`src/rtl/synth_pkg.sv`:
```
// Shared synth constants and the DAC serialiser state type.
package synth_pkg;

  localparam logic [7:0]  DAC_CMD      = 8'h00;
  localparam logic [15:0] DAC_MIDSCALE = 16'h8000;

  typedef enum logic [1:0] {
    StIdle,
    StLoad,
    StShift,
    StGap
  } dac_state_e;

endpackage

```
`src/rtl/sample_tick_gen.sv`:
```
// Free-running divider producing a registered one-cycle tick every SAMPLE_DIV cycles while enabled.
module sample_tick_gen #(
  parameter int unsigned SAMPLE_DIV = 1136
) (
  input  logic clk,
  input  logic rst_n,
  input  logic en,
  output logic tick
);

  localparam int unsigned CntW   = (SAMPLE_DIV > 1) ? $clog2(SAMPLE_DIV) : 1;
  localparam int unsigned PreIdx = (SAMPLE_DIV > 1) ? SAMPLE_DIV - 2 : 0;

  logic [CntW-1:0] cnt_q;
  logic            tick_q;
  logic            pre_tick;

  // Decode one count early so the tick leaves a flop while the count reads SAMPLE_DIV-1.
  always_comb begin
    pre_tick = 1'b0;
    if (SAMPLE_DIV == 1) begin
      pre_tick = en;
    end else begin
      pre_tick = en && (cnt_q == CntW'(PreIdx));
    end
  end

  always_ff @(posedge clk or negedge rst_n) begin
    if (!rst_n) begin
      cnt_q  <= '0;
      tick_q <= 1'b0;
    end else begin
      tick_q <= pre_tick;
      if (!en) begin
        cnt_q <= '0;
      end else if (cnt_q == CntW'(SAMPLE_DIV - 1)) begin
        cnt_q <= '0;
      end else begin
        cnt_q <= cnt_q + 1'b1;
      end
    end
  end

  assign tick = tick_q;

endmodule

```
`src/rtl/dac_spi_tx.sv`:
```
// Ships one command+sample frame to an SPI DAC per sample tick. Optional DAC_TX_MUTE_EN adds i_mute.
module dac_spi_tx
  import synth_pkg::*;
#(
  parameter int unsigned CLK_DIV    = 2,
  parameter int unsigned SAMPLE_DIV = 1136,
  parameter int unsigned DATA_W     = 16,
  parameter int unsigned CMD_W      = 8
) (
  input  logic              i_clk50mhz,
  input  logic              i_rst_n,
  input  logic              i_en,
  input  logic [DATA_W-1:0] i_data,
`ifdef DAC_TX_MUTE_EN
  input  logic              i_mute,
`endif
  output logic              o_sample_strobe,
  output logic              o_busy,
  output logic              o_frame_done,
  output logic              o_dac_cs_n,
  output logic              o_dac_sclk,
  output logic              o_dac_mosi
);

  localparam int unsigned FrameW = CMD_W + DATA_W;
  localparam int unsigned DivW   = (CLK_DIV > 1) ? $clog2(CLK_DIV) : 1;
  localparam int unsigned BitW   = $clog2(FrameW);
  localparam int unsigned GapPre = (CLK_DIV > 1) ? CLK_DIV - 2 : 0;

  logic tick;

  sample_tick_gen #(
    .SAMPLE_DIV(SAMPLE_DIV)
  ) u_tick (
    .clk  (i_clk50mhz),
    .rst_n(i_rst_n),
    .en   (i_en),
    .tick (tick)
  );

  logic [DATA_W-1:0] sample;
  logic [FrameW-1:0] frame;

  always_comb begin
    sample = i_data;
`ifdef DAC_TX_MUTE_EN
    if (i_mute) begin
      sample = DATA_W'(DAC_MIDSCALE);
    end
`endif
  end

  assign frame = {CMD_W'(DAC_CMD), sample};

  dac_state_e        state_q;
  logic [FrameW-1:0] shreg_q;
  logic [DivW-1:0]   div_q;
  logic [BitW-1:0]   bit_q;
  logic              cs_n_q;
  logic              sclk_q;
  logic              mosi_q;
  logic              busy_q;
  logic              done_q;
  logic              phase_end;

  assign phase_end = (div_q == DivW'(CLK_DIV - 1));

  always_ff @(posedge i_clk50mhz or negedge i_rst_n) begin
    if (!i_rst_n) begin
      state_q <= StIdle;
      shreg_q <= '0;
      div_q   <= '0;
      bit_q   <= '0;
      cs_n_q  <= 1'b1;
      sclk_q  <= 1'b0;
      mosi_q  <= 1'b0;
      busy_q  <= 1'b0;
      done_q  <= 1'b0;
    end else begin
      done_q <= 1'b0;
      unique case (state_q)
        StIdle: begin
          // The load is registered on the tick edge so LOAD is also the first low cycle of bit 0.
          if (tick) begin
            state_q <= StLoad;
            shreg_q <= frame;
            mosi_q  <= frame[FrameW-1];
            cs_n_q  <= 1'b0;
            sclk_q  <= 1'b0;
            busy_q  <= 1'b1;
            div_q   <= '0;
            bit_q   <= '0;
          end
        end
        StLoad, StShift: begin
          if (state_q == StLoad) begin
            state_q <= StShift;
          end
          if (!phase_end) begin
            div_q <= div_q + 1'b1;
          end else begin
            div_q <= '0;
            if (!sclk_q) begin
              sclk_q <= 1'b1;
            end else if (bit_q == BitW'(FrameW - 1)) begin
              sclk_q  <= 1'b0;
              cs_n_q  <= 1'b1;
              mosi_q  <= 1'b0;
              state_q <= StGap;
              done_q  <= (CLK_DIV == 1);
            end else begin
              sclk_q  <= 1'b0;
              shreg_q <= shreg_q << 1;
              mosi_q  <= shreg_q[FrameW-2];
              bit_q   <= bit_q + 1'b1;
            end
          end
        end
        StGap: begin
          if (!phase_end) begin
            div_q  <= div_q + 1'b1;
            done_q <= (div_q == DivW'(GapPre));
          end else begin
            state_q <= StIdle;
            busy_q  <= 1'b0;
          end
        end
        default: state_q <= StIdle;
      endcase
    end
  end

  assign o_sample_strobe = tick;
  assign o_busy          = busy_q;
  assign o_frame_done    = done_q;
  assign o_dac_cs_n      = cs_n_q;
  assign o_dac_sclk      = sclk_q;
  assign o_dac_mosi      = mosi_q;

endmodule

```
`config.mk`:
```
export PLATFORM = sky130hd
export DESIGN_NAME = dac_spi_tx
export DESIGN_NICKNAME = d
export VERILOG_FILES = /design/src/rtl/synth_pkg.sv /design/src/rtl/sample_tick_gen.sv /design/src/rtl/dac_spi_tx.sv
export SDC_FILE = /design/constraint.sdc
export NUM_CORES = 1
export LEC_CHECK = 0
export ABC_CLOCK_PERIOD_IN_PS = 2900
export CORE_UTILIZATION = 40
export CTS_BUF_LIST = sky130_fd_sc_hd__clkbuf_16
export CTS_CLUSTER_DIAMETER = 100
export DETAILED_ROUTE_END_ITERATION = 10
export MAX_ROUTING_LAYER = met4
export PLACE_DENSITY = 0.7
export SYNTH_ARGS = -nofsm -noshare
export SYNTH_HDL_FRONTEND = slang
export SYNTH_SLANG_ARGS = --single-unit
```
`constraint.sdc`:
```
create_clock -name i_clk50mhz -period 2.9 [get_ports i_clk50mhz]
set_input_delay 0.58 -clock i_clk50mhz [delete_from_list [all_inputs] [get_ports i_clk50mhz]]
set_output_delay 0.58 -clock i_clk50mhz [all_outputs]
set_load 0.005 [all_outputs]
```
==> results.cfg, run 1 <==
[clock_network]
ctsHoldBuffers = 0
cts-root-buf = clkbuf_16
path_clk_slew_ns = 0.06
cts_resized = 0
clock_latency_ns = 0.28
clk_path_buf_depth = 2
clock-sinks = 48
cts_buffers = 5
htree_levels = 2
cts_tree = built
cts_setup_buffers = 0

[route]
vias = 1596
drt_iter0_markers = 67
drt-wirelength-per-cell_um = 13.6
ant_nets = 0
via_per_inst = 5.13
drc = 0
dr.pass1.iters = 4
wirelength_um = 4230

[power]
leakage_nw = 1.22
power_frac_seq_pct = 52.8
clockPowerShare_pct = 42.6
max-vdd-ir-drop_uv = 334
p_int_w = 0.00102
p_sw_share_pct = 20.4
p_per_area_nw_per_um2 = 447
power.total_w = 0.00128
combPwrFrac_pct = 4.6
power_switching_w = 0.000262

[finish]
utilization_pct = 50.9
finalNonFillerCells = 311
drive_above_1_share_pct = 19.7
antennaDiodeCount = 0
area_growth_pct = 19.3
fin_nets = 264

[timing]
setup_viol = 0
fin_crit_sh_pct = 77.5
setup_tns_ns = 0
fin_crit_ns = 2.25
final-max-slew-violation-count = 0
slew_headroom_pct = 56.8
hold_violations = 0
rsz0062_at_grt = no
fin_ws_ns = 0.652
fin_skew_ns = 0.00820
worst_pin_slew_ns = 0.646
max_freq_mhz = 445

[worst_setup_path]
crit_required_ns = 3.06
cp_data_arrival_time_ns = 2.41
cp_max_fo = 28
critPathLaunchType = register
crit_type = reg -> reg
end_kind = register
rr_endpoint = shreg_q[1]
r2r_setup_slack_ns = 0.65
rr_worst_depth = 6
rr_startpoint = state_q[0]

[grt]
grt_pass1_wl_um = 7540
grt_max_degree = 29
grt_use_total_pct = 15.6
grt-ovfl-total = 0
grt_pass1_vias = 1624
grt_antenna_before_repair = 0

[logic_synthesis]
synth-seq-area-share_pct = 49.9
synth_top_area_cell = dfrtp_1
synth_edf_count = 0
async_reset_ff_share_pct = 100
synth_fp_nets = 234
yosysMostFrequentCell = dfrtp_1
synth.distinct_cells = 42
synth_ff_type = dfrtp_1
ys_ff_latch = 48
syn_avg_cell_area_sq_um = 11.6
synth_commonest_cells = 47 x dfrtp_1, 31 x mux2_2, 19 x inv_1
synth_area_sq_um = 2410
ys_warn_count = 0
synth_top_area_share_pct = 48.9
synth_area_leaders = dfrtp_1 49%, mux2_2 15%, mux2i_1 3.7%, ha_1 3.6%, inv_1 3.0%
syn_inst = 208

[floorplanning]
core_sq_um = 5640
die_area_sq_um = 6330
pin_count = 25
die_h_um = 79.6
die_w_um = 79.6
rows = 27
start_util_pct = 42.7

[flow_run]
drv_cap = 0

[place]
pre_cts_slack_ns = 0.674
port_buffers = 24
place_inst = 303
gp_congestion = 0.763
dp_hpwl_um = 3030

[outcome]
status = finished clean

[hold_path]
holdCritPathClass = in -> async
layer usage:
layer  global-route usage, %  vias up  routed length [um]
li1                        -      802                   -
met1                    20.1      768                2010
met2                    25.0       20                2070
met3                    3.09        6                 104
met4                    4.36        0                  48
met5                       -        -                   0
power by group through the flow:
stage	combinational [W]	clock [W]	sequential (W)
final	0.0000586	0.000547	0.000677
after global routing	0.0000665	0.000594	0.000678
after CTS	0.0000603	0.000561	0.000677
after detailed placement	0.0000599	0	0.000690
after global placement	0.0000595	0	0.000690
after floorplan	0.0000172	0	0.000689
metrics by stage:
stage	hold slack [ns]	cell area [sq um]
6_report	0.167	2870
5_1_grt	0.178	2870
4_1_cts	0.169	2870
3_5_place_dp	0.474	2730
3_3_place_gp	0.476	2730
2_1_floorplan	0.284	2410
cell type report:
class / instances / area (sq um)
clock buffer: 5 / 125
clock inverter: 3 / 15.0
fill: 492 / 2770
inverter: 19 / 71.3
multi-input combinational: 136 / 1100
sequential: 48 / 1200
tap: 72 / 90.1
timing repair buffer: 28 / 265
worst max path at each step:
stage / start / end / cells after the start
global placement: state_q[0] / shreg_q[12] / 6
CTS: state_q[0] / shreg_q[1] / 6
finish: state_q[0] / shreg_q[1] / 6
floorplan: state_q[0] / shreg_q[10] / 6
detailed placement: state_q[0] / shreg_q[1] / 6
global route: state_q[0] / shreg_q[1] / 6
cells in the final DEF, fill, tap and decap left out, drive strengths merged, types with 5 or more instances in the layout:
cell           netlist  routed
a21oi                8       8
buf                  3       5
clkbuf               2       5
clkdlybuf4s50        0      23
dfrtp               47      47
ha                   7       7
inv                 19      20
mux2                31      31
mux2i               10      10
nand2               14      14
nand3                7       7
nor2                 7       7
o21ai                7       7
o31ai                5       5
cell families (layout without fill, tap and decap cells):
logic type | Yosys count | after routing | share of synthesized area, %
xor gates and xnor gates | 3 | 3 | 1.09
AOI/OAI and AO/OA | 33 | 33 | 10.6
DFF | 48 | 48 | 49.9
adders and majority gates | 7 | 7 | 3.64
buffers and inverters | 24 | 55 | 4.26
and+or+nand+nor | 52 | 52 | 11.6
muxes | 41 | 41 | 18.8
sequential cells by signal, summed over array words and instances (netlist names), 2 cells and up:
register	count
u_tick.cnt_q	11
bit_q	5
shreg_q	23
state_q	2
worst max-delay path, cell delays in order, from the launching register on:
cell      delay [ns]
dfrtp_1         0.40
inv_1           0.08
ha_1            0.39
buf_4           0.28
a211oi_4        0.22
buf_4           0.36
mux2_2          0.38
(Power assumes the default switching activity.)
==> inputs of run 2 (changes only) <==
--- a/config.mk
+++ b/config.mk
@@ -5,13 +5,13 @@
 export SDC_FILE = /design/constraint.sdc
 export NUM_CORES = 1
 export LEC_CHECK = 0
-export ABC_CLOCK_PERIOD_IN_PS = 2900
+export ABC_CLOCK_PERIOD_IN_PS = 1900
 export CORE_UTILIZATION = 40
 export CTS_BUF_LIST = sky130_fd_sc_hd__clkbuf_16
 export CTS_CLUSTER_DIAMETER = 100
 export DETAILED_ROUTE_END_ITERATION = 10
 export MAX_ROUTING_LAYER = met4
-export PLACE_DENSITY = 0.7
+export PLACE_DENSITY = 0.72
 export SYNTH_ARGS = -nofsm -noshare
 export SYNTH_HDL_FRONTEND = slang
 export SYNTH_SLANG_ARGS = --single-unit
==> constraint.sdc (replaced) <==
create_clock -name i_clk50mhz -period 1.9 [get_ports i_clk50mhz]
set_input_delay 0.38 -clock i_clk50mhz [delete_from_list [all_inputs] [get_ports i_clk50mhz]]
set_output_delay 0.38 -clock i_clk50mhz [all_outputs]
set_load 0.005 [all_outputs]
==> run 2 against run 1 <==
  * Final area increased by 8.9%
  * Largest power group unchanged
  * Combinational power increased by 59%
  * Setup slack got worse by 0.61 ns
  * Highest routed layer unchanged
  * Critical endpoint is now shreg_q[4]
  * Critical path type unchanged
==> results.cfg, run 2 (synthesis gave the netlist of run 1 again) <==
[outcome]
status = finished clean

[finish]
largest_reg_flops = 23
final_cell_mix = 47 x dfrtp_1, 31 x mux2_2, 23 x clkdlybuf4s50_1
fin_nets = 279
fillers = 464
reg_top3 = shreg_q: 23 flops, u_tick.cnt_q: 11 flops, bit_q: 5 flops
antennaDiodeCount = 0
final_common_cell = dfrtp_1
drive_above_1_share_pct = 26.8
finalNonFillerCells = 326
regMostFlops = shreg_q
area_growth_pct = 29.9

[worst_setup_path]
slowest_stage = dfrtp_1
cp_data_arrival_time_ns = 2.03
slowest_delay_ns = 0.40
crit_type = reg -> reg
path_buf_inv = 4
cp_max_fo = 11
crit_family = buffers and inverters
critPathLaunchType = register
crit_required_ns = 2.07
end_kind = register
worstPathCellList = inv_2 > ha_4 > buf_4 > a211oi_4 > buf_6 > clkbuf_16 > mux2_2

[place]
dp_hpwl_um = 2990
gp_congestion = 0.823
place_inst = 311
port_buffers = 24
pre_cts_slack_ns = 0.0445

[timing]
setup_viol = 0
worst_pin_slew_ns = 0.417
final-max-slew-violation-count = 0
fin_crit_ns = 1.86
fin_crit_sh_pct = 97.8
fin_skew_ns = 0.00570
setup_tns_ns = 0
slew_headroom_pct = 72.1
max_freq_mhz = 538
hold_violations = 0
fin_ws_ns = 0.0424

[floorplanning]
pin_count = 25
rows = 27
start_util_pct = 42.7
die_w_um = 79.6
core_sq_um = 5640
die_area_sq_um = 6330
die_h_um = 79.6

[grt]
grt_pass1_wl_um = 7790
grt_antenna_before_repair = 0
grt-ovfl-total = 0
grt_pass1_vias = 1651
grt_use_total_pct = 16.2
grt_max_degree = 33

[clock_network]
cts_tree = built
cts_buffers = 5
clock-sinks = 48
clock_latency_ns = 0.28
cts-root-buf = clkbuf_16
path_clk_slew_ns = 0.06
clk_path_buf_depth = 2
htree_levels = 2
ctsHoldBuffers = 0

[route]
ant_nets = 0
drt_iter0_markers = 73
drt-wirelength-per-cell_um = 13.6
vias = 1705
dr.pass1.iters = 4
wirelength_um = 4430
via_per_inst = 5.23
drc = 0

[power]
max-vdd-ir-drop_uv = 447
leakage_nw = 1.34
power.total_w = 0.00210
p_per_area_nw_per_um2 = 670

[hold_path]
holdCritPathClass = in -> async

[flow_run]
drv_cap = 0
## run 2: layer usage
metal / part of all wire [%] / wire [um] / vias to the layer above / global-route usage, %
met1: 47 / 2070 / 831 / 21.4
met2: 48 / 2150 / 38 / 25.2
li1: - / - / 831 / -
met5: 0 / 0 / - / -
met4: 0.90 / 40 / 0 / 4.36
met3: 4.0 / 177 / 5 / 3.43
## run 2: cell type report
cell class	count	area [sq um]	share of cell area [%]
Clock buffer	5	125	4.00
Inverter	19	71.3	2.28
Clock inverter	3	37.5	1.20
Timing Repair Buffer	43	454	14.5
Multi-Input combinational cell	136	1150	36.7
Sequential cell	48	1200	38.4
Tap cell	72	90.1	2.88
## run 2: what timing repair did
| item | in CTS | in global routing |
|---|---|---|
| endpoints found under the setup margin | 0 | 22 |
| resized for setup | 0 | 3 |
| setup buffers | 0 | 5 |
## run 2: path summary, 6_finish.rpt
| path | startpoint | to | slack, ns | cells after the start |
|---|---|---|---|---|
| setup / recovery | state_q[0] | shreg_q[4] | 0.04 | 7 |
| hold / removal | i_rst_n | u_tick.tick | 0.02 | 1 |
| setup reg to reg | state_q[0] | shreg_q[4] | 0.04 | 7 |
| hold reg to reg | u_tick.cnt_q[0] | u_tick.cnt_q[0] | 0.50 | 1 |
| max in group asynchronous | i_rst_n | shreg_q[0] | 1.39 | 2 |
| min in group i_clk50mhz | u_tick.cnt_q[0] | u_tick.cnt_q[0] | 0.50 | 1 |
## run 2: through the flow
stage,instance area (sq um),util [%],hold WS [ns]
3_5_place_dp,2870,50.9,0.333
3_3_place_gp,2870,50.9,0.332
2_1_floorplan,2450,-,0.0844
6_report,3130,55.4,0.0159
4_1_cts,3030,53.8,0.0265
5_1_grt,3130,55.4,0.0386
## run 2: worst register-to-register path, stage by stage (launching register included)
cell and delay, ns:
dfrtp_1 0.40, inv_2 0.12, ha_4 0.24, buf_4 0.14
a211oi_4 0.20, buf_6 0.16, clkbuf_16 0.17, mux2_2 0.33
## run 2: report_power, final
part	switching, W	internal [W]
clock	0.000359	0.000612
combinational	0.0000369	0.0000560
sequential	0.00000666	0.00103
total	0.000402	0.00169
